==> config.mk <==
export PLATFORM = sky130hd
export DESIGN_NAME = smc_result_collector
export DESIGN_NICKNAME = d
export VERILOG_FILES = /design/src/rtl/smc_result_collector.sv
export SDC_FILE = /design/constraint.sdc
export NUM_CORES = 1
export LEC_CHECK = 0
export BUFFER_PORTS_ARGS = -buffer_cell sky130_fd_sc_hd__buf_4
export CAP_MARGIN = 10
export CORE_MARGIN = 2
export CORE_UTILIZATION = 65
export CTS_CLUSTER_DIAMETER = 200
export DETAILED_ROUTE_END_ITERATION = 12
export HOLD_SLACK_MARGIN = 0.03
export PLACE_DENSITY = 0.83
export SETUP_SLACK_MARGIN = 0.02
export SLEW_MARGIN = 20
export SYNTH_ARGS = -nofsm -noshare
export SYNTH_HDL_FRONTEND = slang
export SYNTH_SLANG_ARGS = --single-unit
==> constraint.sdc <==
create_clock -name clk -period 3.6 [get_ports clk]
set_input_delay 0.36 -clock clk [delete_from_list [all_inputs] [get_ports clk]]
set_output_delay 0.36 -clock clk [all_outputs]
set_load 0.005 [all_outputs]
==> src/rtl/smc_result_collector.sv <==
// Result collector: frames the SMC result stream into a FIFO drained through a valid/ready port.
// Optional running checksum output enabled by defining SMC_COLLECT_CHKSUM_EN.
module smc_result_collector #(
    parameter int unsigned DATA_W    = 10,
    parameter int unsigned DEPTH     = 8,
    parameter int unsigned FRAME_LEN = 6
) (
    input  logic                     clk,
    input  logic                     reset,
    input  logic                     start,
    input  logic [DATA_W-1:0]        out_n,
    input  logic                     Enable,
    output logic                     rd_valid,
    input  logic                     rd_ready,
    output logic [DATA_W-1:0]        rd_data,
    output logic                     busy,
    output logic                     frame_done,
    output logic                     overflow,
    output logic                     stray,
    output logic [$clog2(DEPTH):0]   level
`ifdef SMC_COLLECT_CHKSUM_EN
    ,
    output logic [15:0]              chksum
`endif
);
    localparam int unsigned PtrW = $clog2(DEPTH);
    localparam int unsigned LvlW = PtrW + 1;

    typedef enum logic [1:0] {StIdle, StCollect, StDone} state_e;

    state_e            state_q, state_d;
    logic [7:0]        cnt_q, cnt_d;
    logic              ovf_q, ovf_d;
    logic              stray_q, stray_d;
    logic              busy_q;
    logic [PtrW-1:0]   wr_ptr_q, wr_ptr_d, rd_ptr_q, rd_ptr_d;
    logic [LvlW-1:0]   level_q, level_d;
    logic [DATA_W-1:0] mem_q [DEPTH];

    logic full, empty, pop, collect_en, push, drop;

    assign full       = (level_q == LvlW'(DEPTH));
    assign empty      = (level_q == '0);
    assign pop        = !empty && rd_ready;
    assign collect_en = (state_q == StCollect) && Enable;
    // A pop frees the slot on the same edge, so a full FIFO still accepts the write.
    assign push       = collect_en && (!full || pop);
    assign drop       = collect_en && full && !pop;

    always_comb begin
        state_d = state_q;
        cnt_d   = cnt_q;
        ovf_d   = ovf_q;
        stray_d = stray_q | (Enable && (state_q != StCollect));
        unique case (state_q)
            StIdle: begin
                if (start) begin
                    state_d = StCollect;
                    cnt_d   = '0;
                    ovf_d   = 1'b0;
                end
            end
            StCollect: begin
                if (Enable) begin
                    cnt_d = cnt_q + 8'd1;
                    if (drop) ovf_d = 1'b1;
                    if (cnt_d == 8'(FRAME_LEN)) state_d = StDone;
                end
            end
            StDone:  state_d = StIdle;
            default: state_d = StIdle;
        endcase
    end

    always_comb begin
        wr_ptr_d = push ? wr_ptr_q + PtrW'(1) : wr_ptr_q;
        rd_ptr_d = pop ? rd_ptr_q + PtrW'(1) : rd_ptr_q;
        level_d  = level_q;
        if (push && !pop) level_d = level_q + LvlW'(1);
        else if (pop && !push) level_d = level_q - LvlW'(1);
    end

    always_ff @(posedge clk) begin
        if (!reset) begin
            state_q  <= StIdle;
            cnt_q    <= '0;
            ovf_q    <= 1'b0;
            stray_q  <= 1'b0;
            busy_q   <= 1'b0;
            wr_ptr_q <= '0;
            rd_ptr_q <= '0;
            level_q  <= '0;
        end else begin
            state_q  <= state_d;
            cnt_q    <= cnt_d;
            ovf_q    <= ovf_d;
            stray_q  <= stray_d;
            busy_q   <= (state_d == StCollect);
            wr_ptr_q <= wr_ptr_d;
            rd_ptr_q <= rd_ptr_d;
            level_q  <= level_d;
        end
    end

    // Storage is cleared on reset so the head reads as zero afterwards.
    always_ff @(posedge clk) begin
        if (!reset) begin
            for (int i = 0; i < DEPTH; i++) mem_q[i] <= '0;
        end else if (push) begin
            mem_q[wr_ptr_q] <= out_n;
        end
    end

`ifdef SMC_COLLECT_CHKSUM_EN
    logic [15:0] chk_q, chk_d;

    always_comb begin
        chk_d = chk_q;
        if (state_q == StIdle && start) chk_d = '0;
        else if (push) chk_d = chk_q + 16'(out_n);
    end

    always_ff @(posedge clk) begin
        if (!reset) chk_q <= '0;
        else        chk_q <= chk_d;
    end

    assign chksum = chk_q;
`endif

    assign rd_valid   = !empty;
    assign rd_data    = mem_q[rd_ptr_q];
    assign busy       = busy_q;
    assign frame_done = (state_q == StDone);
    assign overflow   = ovf_q;
    assign stray      = stray_q;
    assign level      = level_q;
endmodule

# Yosys cells after proc, flatten, opt, wreduce, memory -nomap -nowiden
# Memory sizes are Yosys's and may differ from the RTL's. A register that Yosys moved wholly into a read port is not among the register bits.
# Index checks and enable logic that the tools add are counted.
# Widths: inputs -> output; s select.
totals:
  latch_bits: 0
  mem_bits_rw: 80
  input_bits: 15
  ff_bits: 23
  mem_count: 1
  romBits: 0
mem_list:
  columns: ["name", "words", "width", "rd", "rd_clocked_by_memory_dff", "write_ports", "line_no", "rtl"]
  rows:
  - ["mem_q", 8, 10, 1, 1, 8, "38", "logic [DATA_W-1:0] mem_q [DEPTH];"]
classes:
  n_bitwise: 1
  mux: 22
  div: 0
  n_eq_ne: 9
  n_lt_le_gt_ge: 0
  add_sub_neg: 5
  shifts: 0
  n_reduce_logical: 20
  mul: 0
ops:
  columns: ["cell", "count"]
  rows:
  - ["$mux 8", 2]
  - ["$pmux 8 s2", 1]
  - ["$mux 10", 1]
  - ["$reduce_or 10->1", 1]
  - ["$mux 3", 3]
  - ["$add 8x1->8 const B", 1]
  - ["$eq 8x3->1 const B", 1]
  - ["$logic_and 1x1->1", 8]
  - ["$mux 1", 8]
  - ["$mux 4", 2]
  - ["$add 3x1->3 const B", 2]
  - ["$mux 2", 3]
  - ["$ne 2x2->1 const B", 3]
  - ["$add 4x1->4 const B", 1]
  - ["$eq 2x1->1 const B", 2]
  - ["$eq 4x4->1 const B", 1]
  - ["$logic_not 1->1", 4]
  - ["$logic_not 4->1", 1]
  - ["$pmux 2 s2", 1]
  - ["$reduce_and 4->1", 1]
  - ["$reduce_bool 2->1", 2]
  - ["$sub 4x1->4 const B", 1]
  - ["$reduce_and 3->1", 1]
  - ["$eq 2x2->1 const B", 1]
  - ["5 further kinds", 5]

# Depth between registers and ports, before layout
depth:
  depth_word: 10
  mapped_depth: 11
  ltp_nobuf: 10

# Least setup slack after synthesis
# OpenSTA, ideal clock, no wires.
synth_path:
  kind: "register -> register"
  start: "register level_q[0] (netlist: level[0])"
  end: "register level_q[3] (netlist: level[3])"
  path_slack_ps: 1190
  synth_period_minus_slack_ps: 2410
  stages_incl_launch_ff: 11
  path_buffers: 0
  t_required_ps: 3528
  setup_ps: 72
  t_arrival_ps: 2339
  path_cell_list: "dfxtp_1 or3_4 o21ai_4 inv_1 ha_1 inv_1 ha_1 a21o_1 a21oi_1 mux2i_1 mux2i_1"
synth_via:
  elab_chain_cells: 8
  word_cells_on_any_way: 16
synth_lines:
  columns: ["element", "line_no", "rtl"]
  rows:
  - ["from (decl)", "37", "logic [LvlW-1:0] level_q, level_d;"]
  - ["from (signal assigned)", "101", "level_q <= level_d;"]
  - ["branches (longest 8 deep; another with $sub 4x1->4)", null, null]
# Several ways; the timed one is not identified. The select of a mux whose other input is x is not followed.
# A chain may end at the register's enable or synchronous reset.

# Worst setup path after layout
# Same ends and word-level chain as after synthesis.

==> impl_results.md <==
- Worst Max-Slew Pin Slew: 969 ps
- CTS tree: yes
- Hold slack: 278 ps
- CP Max Fanout: 7
- Clock Tree Root: clkbuf_8
- GRT overflow: 0
- PortBufs: 33
- CP peak stage delay: 450 ps
- Routed Antenna Nets: 0
- Period utilisation layout: 71.8%
- I/O Pins: 34
- Startpoint Class: register
- Layout cell share with drive strength beyond 1: 22.0%
- Max VDD drop: 0.000543 V
- Row Count: 32
- Routed length per placed instance: 18.6 um
- Critical path required time: 3900 ps
- Final Critical Period: 2580 ps
- Fillers: 503
- Yosys reg bits: 106
- Hold-fix buffers, CTS: 0
- Most used DFF post-synth: edfxtp_1
- Sequential area share after synthesis: 58.1%
- RSZ-0062 raised after global routing: false
- Nets: 432
- Syn. warnings: 0
- Detailed router's first-iteration violation count: 296
- CP Capture Type: register
- Tot GR Track Use: 24.9%
- Syn Area/Cell: 13.2 sq um
- Antenna violations before repair: 0
- Die Span Y: 91.9 um
- Routability Congestion: 0.758
- Sequential cell area: 2920 sq um
- Hold Crit Class: primary input to register
- First-pass GRT wire length: 15.7 mm
- Max-Cap Viols: 0
- Post-route cell area: 5600 sq um
- Multi-input gate area: 1990 sq um
- Setup violations, final: 0
- Post-CTS sizing: 0
- DRT Pass-1 Iters: 4
- Vias in the first global route: 3013
- H-tree depth: 3
- Post-CTS Setup Repair Bufs: 0
- Slew HR: 35.3%
- Max-slew violations: 0
- Clk_lat worst skew: 370 ps
- # DRC: 0
- Syn Std Cell Area: 5030 sq um
- LEAKAGE: 2.13 nW
- Die span in x: 91.9 um
- Critical-path top delay cell: or3_4
- Final Util: 73.7%
- Outcome: finished clean
- CP arrival: 2890 ps
- Post-synthesis cell count: 380
- Crit path kind: register to register
- Synth async-reset ratio: 0%
- WL final: 9.60 mm
- FMAX: 387 MHz
- Setup TNS: 0 ps
- Critical path cell sequence: or3_4, o21ai_4, inv_1, ha_1, inv_1, ha_1, a21o_1, a21oi_1, mux2i_1, mux2i_1
- Pwr dens: 538 nW/um^2
- Die area: 8450 sq um
- Sink Count: 106
- Number of enable flip-flop cells after synthesis: 80
- Clock Tree Buf Depth: 2
- Fin Clk Skew: 10.5 ps
- Diode count: 0
- Worst-path clk slew: 100 ps
- Final Hold Viols: 0
- Reg2reg path depth: 10
- Initial Utilization: 66.1%
- WHS Path Cells: 3
- Via count: 3007
- Vias per cell: 5.83
- Post-DP HPWL: 6.23 mm
- Synth Net Count: 403
- Num CTS Buffers: 9
- Netlist cell types: 47
- Tot Pwr: 0.00301 W
- Core Box Area: 7610 sq um
- Area grow syn2layout: 11.5%
- Largest net degree at the start of global routing: 37
- Dpl cell area: 5370 sq um
cells by family after synthesis:
group / synth area share, %
fa+ha+maj: 2.14
simple gates: 19.4
buf+inv: 2.31
xor+xnor: 1.05
compound gates: 4.95
flops: 58.1
mux: 12.0
sequential cells by signal (all words and copies together) (netlist names), 2 cells and up, named ones only:
name,flops
cnt_q,8
wr_ptr_q,3
state_q,2
mem_q,80
rd_ptr_q,3
level,4
power by group:
| group | internal, W | switching (W) |
|---|---|---|
| sequential | 0.00139 | 0.0000739 |
| clock | 0.000461 | 0.000397 |
| combinational | 0.000393 | 0.000299 |
Yosys cell counts, types with 7 or more instances:
cell type | number | area (sq um)
o21ai_0 | 8 | 40.0
nand2_1 | 13 | 48.8
mux2_2 | 10 | 113
nor2_1 | 9 | 33.8
nor2b_1 | 7 | 43.8
and2_1 | 89 | 557
dfxtp_1 | 26 | 521
mux4_2 | 20 | 450
nand3_1 | 7 | 35.0
nand2b_1 | 13 | 81.3
edfxtp_1 | 80 | 2400
clkbuf_1 | 13 | 48.8
ha_1 | 7 | 87.6
critical path: cells and delay by family, from the launching register on:
kind                     cells  cell delay, ps
AND/OR/NAND/NOR              1             450
flip-flops                   1             390
AO/OA/AOI/OAI                3             600
adder cells (fa/ha/maj)      2             450
buffers and inverters        2             220
multiplexers                 2             420
cell type report:
cell class              count  area share (%)
repair buffers             42            5.63
multi-input cells         247            35.5
well taps                 102            2.28
inverters                   3           0.201
flip-flops and latches    106            52.2
clock inverters             7            2.05
clock buffers               9            2.21
worst paths after layout:
path,start,to,slack [ps]
worst max-delay path,level[0]$_SDFFE_PN0P_,level[3]$_SDFFE_PN0P_,1020
worst min-delay path,Enable,stray$_SDFF_PN0_,280
worst max register to register,level[0]$_SDFFE_PN0P_,level[3]$_SDFFE_PN0P_,1020
worst min register to register,stray$_SDFF_PN0_,stray$_SDFF_PN0_,500
through the flow:
step	std cells	setup WS, ps
after detailed placement	500	1030
final	516	1020
after global placement	500	1120
after floorplan	380	1190
after CTS	516	980
after global routing	516	815
per-layer routing:
layer	track usage [%]	routed length (um)	vias to the layer above	part of all wire, %
li1	-	-	1444	-
met1	32.1	3840	1471	40
met2	43.8	5110	84	53
met3	3.62	576	8	6.0
met4	7.84	80	0	0.83
met5	0	0	-	0
cells in the final DEF, fill, tap and decap left out, types with 6 or more instances in the layout:
master	synthesis	layout
nand2b_1	13	13
dfxtp_1	26	26
clkbuf_8	0	9
nand3_1	7	7
edfxtp_1	80	80
ha_1	7	7
nand2_1	13	13
nor2b_1	7	7
buf_4	1	42
a21oi_1	6	6
mux2_2	10	10
nor2_1	9	9
mux4_2	20	20
nor3_1	6	6
o21ai_0	8	8
and2_1	89	89
xnor2_1	6	6
Note: power is estimated with default switching activity, not from simulation.
